--- config.mk ---
export PLATFORM = sky130hd
export DESIGN_NAME = reg_write_arbiter
export DESIGN_NICKNAME = d
export VERILOG_FILES = /design/src/rtl/reg_write_arbiter.sv
export SDC_FILE = /design/constraint.sdc
export NUM_CORES = 1
export LEC_CHECK = 0
export BUFFER_PORTS_ARGS = -buffer_cell sky130_fd_sc_hd__buf_2
export CAP_MARGIN = 20
export CORE_ASPECT_RATIO = 0.75
export CORE_UTILIZATION = 53
export DETAILED_ROUTE_END_ITERATION = 8
export GPL_TIMING_DRIVEN = 0
export PLACE_DENSITY = 0.8
export RECOVER_POWER = 25
export SLEW_MARGIN = 20
export SYNTH_ARGS = -nofsm -noshare
export SYNTH_HDL_FRONTEND = slang
export SYNTH_SLANG_ARGS = --single-unit
--- constraint.sdc ---
create_clock -name clk -period 3.4 [get_ports clk]
set_input_delay 0.17 -clock clk [delete_from_list [all_inputs] [get_ports clk]]
set_output_delay 0.17 -clock clk [all_outputs]
set_load 0.05 [all_outputs]
--- src/rtl/reg_write_arbiter.sv ---
// reg_write_arbiter: round-robin write arbiter in front of a shared WIDTH-bit
// register. Requesters hand over through a registered one-hot grant. A hold
// counter forces rotation once the owner has held the register for MAX_HOLD
// cycles while someone else is waiting.
module reg_write_arbiter #(
  parameter int WIDTH    = 8,
  parameter int N        = 4,
  parameter int MAX_HOLD = 4
) (
  input  logic                   clk,
  input  logic                   reset,
  input  logic [N-1:0]           req,
  input  logic [N*WIDTH-1:0]     wdata,
  output logic [N-1:0]           grant,
  output logic [WIDTH-1:0]       q,
  output logic                   q_valid,
  output logic [$clog2(N)-1:0]   owner
);

  localparam int IDX_W = $clog2(N);
  localparam logic [7:0] HOLD_MAX = 8'(MAX_HOLD);

  typedef enum logic {IDLE, BUSY} state_t;

  state_t           state, state_n;
  logic [IDX_W-1:0] ptr, ptr_n;
  logic [IDX_W-1:0] cur, cur_n;
  logic [7:0]       hold_cnt, hold_n;
  logic [N-1:0]     grant_n;
  logic             xfer;
  logic             others;
  logic             rotate;
  logic [WIDTH-1:0] slot [N];

  // Index increment that wraps at N, so non-power-of-two N stays in range.
  function automatic logic [IDX_W-1:0] wrap_inc(input logic [IDX_W-1:0] idx);
    return (idx == IDX_W'(N - 1)) ? '0 : idx + IDX_W'(1);
  endfunction

  // First requesting index found when searching from start upward, modulo N.
  function automatic logic [IDX_W-1:0] sel(input logic [N-1:0] r,
                                           input logic [IDX_W-1:0] start);
    logic [IDX_W-1:0] res;
    logic             found;
    int               s;
    res   = start;
    found = 1'b0;
    for (int i = 0; i < N; i++) begin
      s = int'(start) + i;
      if (s >= N) s = s - N;
      if (!found && r[IDX_W'(s)]) begin
        res   = IDX_W'(s);
        found = 1'b1;
      end
    end
    return res;
  endfunction

  function automatic logic [N-1:0] onehot(input logic [IDX_W-1:0] idx);
    logic [N-1:0] v;
    v      = '0;
    v[idx] = 1'b1;
    return v;
  endfunction

  // Hold counter increment that saturates at MAX_HOLD instead of wrapping.
  function automatic logic [7:0] sat_inc(input logic [7:0] h);
    return (h >= HOLD_MAX) ? HOLD_MAX : h + 8'd1;
  endfunction

  for (genvar i = 0; i < N; i++) begin : g_slot
    assign slot[i] = wdata[i*WIDTH +: WIDTH];
  end

  // A transfer happens only where the registered grant meets a live request.
  assign xfer   = |(grant & req);
  assign others = |(req & ~onehot(cur));

  // Next-state logic: grant selection, rotation and hold counting.
  always_comb begin
    state_n = state;
    ptr_n   = ptr;
    cur_n   = cur;
    hold_n  = hold_cnt;
    grant_n = grant;
    rotate  = 1'b0;
    case (state)
      IDLE: begin
        if (|req) begin
          cur_n   = sel(req, ptr);
          grant_n = onehot(cur_n);
          hold_n  = 8'd1;
          ptr_n   = wrap_inc(cur_n);
          state_n = BUSY;
        end
      end
      BUSY: begin
        if (!req[cur]) begin
          // Owner released; hand over if anyone else wants it.
          if (|req) begin
            rotate = 1'b1;
          end else begin
            grant_n = '0;
            state_n = IDLE;
          end
        end else if (hold_cnt == HOLD_MAX && others) begin
          // Owner still transfers this edge, then must yield.
          rotate = 1'b1;
        end else begin
          hold_n = sat_inc(hold_cnt);
        end
        if (rotate) begin
          cur_n   = sel(req, wrap_inc(cur));
          grant_n = onehot(cur_n);
          hold_n  = 8'd1;
          ptr_n   = wrap_inc(cur_n);
        end
      end
      default: state_n = IDLE;
    endcase
  end

  // State and output registers; reset clears everything immediately.
  always_ff @(posedge clk or posedge reset) begin
    if (reset) begin
      state    <= IDLE;
      ptr      <= '0;
      cur      <= '0;
      hold_cnt <= '0;
      grant    <= '0;
      q        <= '0;
      q_valid  <= 1'b0;
      owner    <= '0;
    end else begin
      state    <= state_n;
      ptr      <= ptr_n;
      cur      <= cur_n;
      hold_cnt <= hold_n;
      grant    <= grant_n;
      q_valid  <= xfer;
      if (xfer) begin
        q     <= slot[cur];
        owner <= cur;
      end
    end
  end

endmodule

* Yosys cells after proc, flatten, opt, wreduce, memory -nomap -nowiden *
Cells that the tools add are included.

word-level totals
  flip-flop bits (word level) = 28
  output and inout bits = 15
  logic and storage cells = 202

operators by class
  $add $sub $neg = 18
  magnitude comparators = 24
  equal/unequal tests = 10
  mux-type cells = 115
  bitwise operators = 5
  reduce and logical (&&, ||, !) cells = 22

operators by type and width
  operator             count
  $mux 2               43
  $mux 8               7
  $mux 1               43
  $lt 2x4->1 const B   8
  $ge 3x3->1 const B   7
  $bmux 1 s2           9
  $bmux 8 s2           1
  $mux 4               4
  $pmux 8 s2           1
  $sub 2x1->2 const B  8
  $add 2x2->3 const B  4
  $reduce_or 4->1      3
  $logic_and 1x1->1    10
  $lt 2x3->1 const B   3
  $ne 3x2->1 const B   3
  $add 8x1->8 const B  1
  $and 4x4->4          2
  $eq 8x3->1 const B   1
  $ge 8x3->1 const B   1
  $pmux 2 s2           2
  $pmux 4 s2           1
  $add 2x1->2 const B  3
  $add 2x1->3 const B  2
  $demux 1 s2          3
  13 further kinds     24

* Depth between registers and ports, before layout *
  depth in word-level cells = 40
  depth in mapped cells = 13
  gate-level depth less buffers = 11

* Worst setup path before layout *
Ideal clock, no wire load.

  path type = register to register
  from = reg cur[1]
  to = reg grant[0]
  setup time = 0.132 ns
  data arrival time = 2.904 ns
  slack = 0.364 ns
  stages on the path, launching flop included = 13
  path buffers = 1
  period minus slack after synthesis = 3.036 ns
  cell sequence = dfrtp_1 buf_1 inv_1 ha_1 or3b_1 o211a_1 a22o_4 o21a_1 nor2_1 inv_1 ha_1 a221oi_1 a31oi_1

between the ends
  longest elaborated chain between the ends = 33

ends and longest elaborated chain
  element                                                         line  text
  from (decl)                                                     27    logic [IDX_W-1:0] cur, cur_n;
  from (signal assigned)                                          137   cur <= cur_n;
  $add 2x1->2 or $eq 2x2->1 (tied branches)                       37    return (idx == IDX_W'(N - 1)) ? '0 : idx + IDX_W'(1);
  $mux 2                                                          37
  $ge 2x3->1 or $sub 2x1->2 (tied branches)                       50    if (s >= N) s = s - N;
  $mux 2                                                          50
  $mux 2                                                          112   if (rotate) begin
  $mux 2                                                          87    case (state)
  $bmux 1 s2                                                      51    if (!found && r[IDX_W'(s)]) begin
  $mux 1 (implied by the code) (2 in a row)                       51
  [... 16 more ...]                                               --
  $mux 2                                                          112
  $mux 2                                                          87
  $lt 2x3->1 (implied by the code) or $ge 2x1->1 (tied branches)  62    v[idx] = 1'b1;
  $logic_and 1x1->1 (implied by the code)                         62
  $mux 1 (implied by the code)                                    62
  $demux 1 s2                                                     62
  $mux 4                                                          112
  $pmux 4 s2                                                      87
  to (signal assigned)                                            139   grant <= grant_n;
  to (decl)                                                       14    output logic [N-1:0] grant,

Parallel ways exist; a longest one is shown, timed or not. The select of a mux whose other input is x is not followed.
A chain may end at the register's enable or synchronous reset.

* Worst setup path after layout *
Ends and elaborated chain as after synthesis.

==> impl_metrics.toml <==
[floorplan]
io_pins = 53
core_um2 = 3710
dieHeight_um = 56.4
die_x_um = 74.5
rows = 19
start_util = 0.564
die_area_um2 = 4200

[critical_path]
path_depth = 12
crit-reg2reg-launch = "cur[1]"
crit_arrival_ns = 3.38
crit_chain = "clkbuf_4, inv_1, ha_1, or3b_1, o211a_1, a22o_4, o21a_1, nor2_1, inv_1, ha_1, a221oi_1, a31oi_1"
required_ns = 3.55
crit_family = "compound AO/OA/AOI/OAI gates"
worstSetupPathType = "reg2reg"
critPathLaunchType = "flop"
crit_start = "cur[1]"
critPathMaxStageDelay_ns = 0.45
cp-end-kind = "flop"
crit_buf_inv = 3
crit_path_max_fanout = 10
rr_worst_depth = 12
cp_slowest_cell = "dfrtp_1"

[place]
hpwl_um = 3740
portBuffers = 52
gp_congestion = 0.878
placed_cells = 308
place_area_um2 = 2420
place_ws_ns = -0.114

[global_route]
overflow = 0
antenna_found_initial = 0
grt_pass1_vias = 1592
grt_pass1_wl_um = 7830
grt_usage = 0.249
grt_max_degree = 29

[clock_tree]
insertion_delay_ns = 0.28
clk_pin_slew_ns = 0.10
numCtsBuffers = 3
htreeDepth = 1
cts_sinks = 28
cts_tree = "done"
root_buffer = "clkbuf_8"
clock_path_buffers = 2
post_cts_buffers = 0

[synth]
synthTopCellsByArea = "dfrtp_1 (34%), mux4_2 (11%), ha_1 (9.0%), mux2_2 (5.4%), nand2_1 (4.1%)"
syn-cell-area_um2 = 2090
synth_edf_count = 0
synth_flop_cell = "dfrtp_1"
synth_cell_types = 56
ys_seq_area_frac = 0.335
yosysWarnings = 0
avgSynthCellArea_um2 = 10.2
syn-num-nets = 257
async_flop_share = 1.00
yosys.area.top_type = "dfrtp_1"
synthCells = 204
ys_ff_latch = 28
yosysTopAreaCellShare = 0.335

[worst_hold_path]
holdPathStages = 3
hold_class = "in2reg"
hp-start = "wdata[2]"

[final_layout]
syn_to_final_growth_pct = 19.6
layout.cells.non_filler = 313
nets = 315
fin_area_um2 = 2500
num-fill-cells = 318
layout-drive-gt1-share = 0.372
final_util = 0.674
insertedDiodeCount = 0

[route]
initialDrtViolationCount = 113
drt-total-wl_um = 4860
vias = 1761
antenna_left = 0
vias_per_cell = 5.63
avgRoutedWirePerCell_um = 15.5
drt-pass1-iter-count = 4
drc_errors = 0

[timing]
fin_crit_sh = 0.949
worst_pin_slew_ns = 1.03
clock_skew_ns = 0.0113
slew_headroom = 0.314
finalWorstSetupSlack_ns = 0.173
hold_viol_final = 0
setup_viol = 0
fin_crit_ns = 3.23
rsz0062_at_grt = "false"
fmaxAchievable_mhz = 310
drv_slew = 0

[pwr]
fin_total_pwr_w = 0.00256
power_density_nw_per_um2 = 1020
power.leakage_nw = 1.20
ir_worst_vdd_v = 0.000699

[flow_run]
drv_cap = 0

[status]
status = "completed"
==> sequential cells by signal (all words and copies together), names as in the netlist <==
| signal | cells |
|---|---|
| ptr | 2 |
| q | 8 |
| state | 1 |
| owner | 2 |
| q_valid | 1 |
| grant | 4 |
| cur | 2 |
| hold_cnt | 8 |
==> Yosys cell counts (all sizes together) (2+ instances only) <==
cell    count
a211oi      2
a21oi       6
a221oi      4
a22o        3
a22oi       2
a31oi       6
and2        5
buf        10
clkbuf      2
dfrtp      28
ha         15
inv        12
mux2       11
mux2i       2
mux4       10
nand2      23
nand2b      5
nand4       3
nor2       12
nor3        7
nor3b       2
nor4        2
o21a        2
o21ai       7
o21bai      2
o221a       2
o31ai       3
==> logic make-up (layout without fill, tap and decap cells) <==
family                   after synthesis  after routing  share of synthesized area
flip-flops                            28             28                      0.335
AO/OA/AOI/OAI                         47             47                      0.172
adder cells (fa/ha/maj)               15             15                     0.0898
XOR/XNOR                               1              1                    0.00419
buffers and inverters                 25             82                     0.0586
AND/OR/NAND/NOR                       65             65                      0.162
multiplexers                          23             23                      0.178
==> area by class of cell <==
| type | instances | area (um^2) | area share |
|---|---|---|---|
| Tap cell | 52 | 65.1 | 0.0260 |
| Timing Repair Buffer | 53 | 270 | 0.108 |
| Sequential cell | 28 | 701 | 0.280 |
| Multi-Input combinational cell | 151 | 1270 | 0.507 |
| Clock buffer | 3 | 41.3 | 0.0165 |
| Clock inverter | 1 | 30.0 | 0.0120 |
| Buffer | 12 | 77.6 | 0.0310 |
| Inverter | 13 | 48.8 | 0.0195 |
==> stage by stage <==
step	setup TNS (ns)	hold slack [ns]
floorplan	0	0.235
global placement	-0.0671	0.448
detailed placement	-0.220	0.467
CTS	0	0.158
global route	0	0.328
finish	0	0.328
==> tightest hold or removal path, delay by kind of cell <==
kind,cells,cell delay (ns)
buf+inv,1,0.07
mux,2,0.34
==> path summary, 6_finish.rpt <==
check                         endpoint  slack (ns)
min in group asynchronous         q[4]        0.69
hold reg to reg            hold_cnt[6]        0.50
hold / removal                    q[2]        0.33
max in group asynchronous         q[0]        2.08
setup / recovery              grant[0]        0.17
setup reg to reg              grant[0]        0.17
==> what timing repair did <==
action                                  4_1_cts  5_1_grt
hold endpoints to repair                      0       16
endpoints found under the setup margin        5        3
gates resized for setup                       1        1
hold buffers                                  0        1
==> where the power goes <==
part           leakage (nW)  internal [W]  switching (W)
sequential            0.344      0.000470      0.0000980
clock                0.0357      0.000158       0.000105
combinational         0.817      0.000693        0.00104
total                  1.20       0.00132        0.00124
==> layer usage <==
metal	GRT usage	wire length [um]	vias to the layer above
met3	0.0485	175	0
met2	0.405	2380	33
met4	0.0323	0	0
met5	0	0	-
li1	-	-	871
met1	0.353	2300	857
==> placed cells by master, fill, tap and decap left out, types with 2 or more instances in the layout <==
cell and instances:
a21oi_1 6, a221oi_1 4, a22o_1 2, a22oi_1 2, a31oi_1 6, and2_1 5, buf_2 57, buf_4 2
buf_6 2, clkbuf_1 2, clkbuf_8 3, dfrtp_1 28, ha_1 15, inv_1 10, inv_2 2, mux2_2 10
mux2i_1 2, mux4_2 10, nand2_1 23, nand2b_1 5, nand4_1 3, nor2_1 11, nor3_1 6, nor3b_1 2
o21a_1 2, o21ai_0 4, o21ai_1 3, o21bai_1 2, o31ai_2 2
Power figures use the tool's default switching activity.
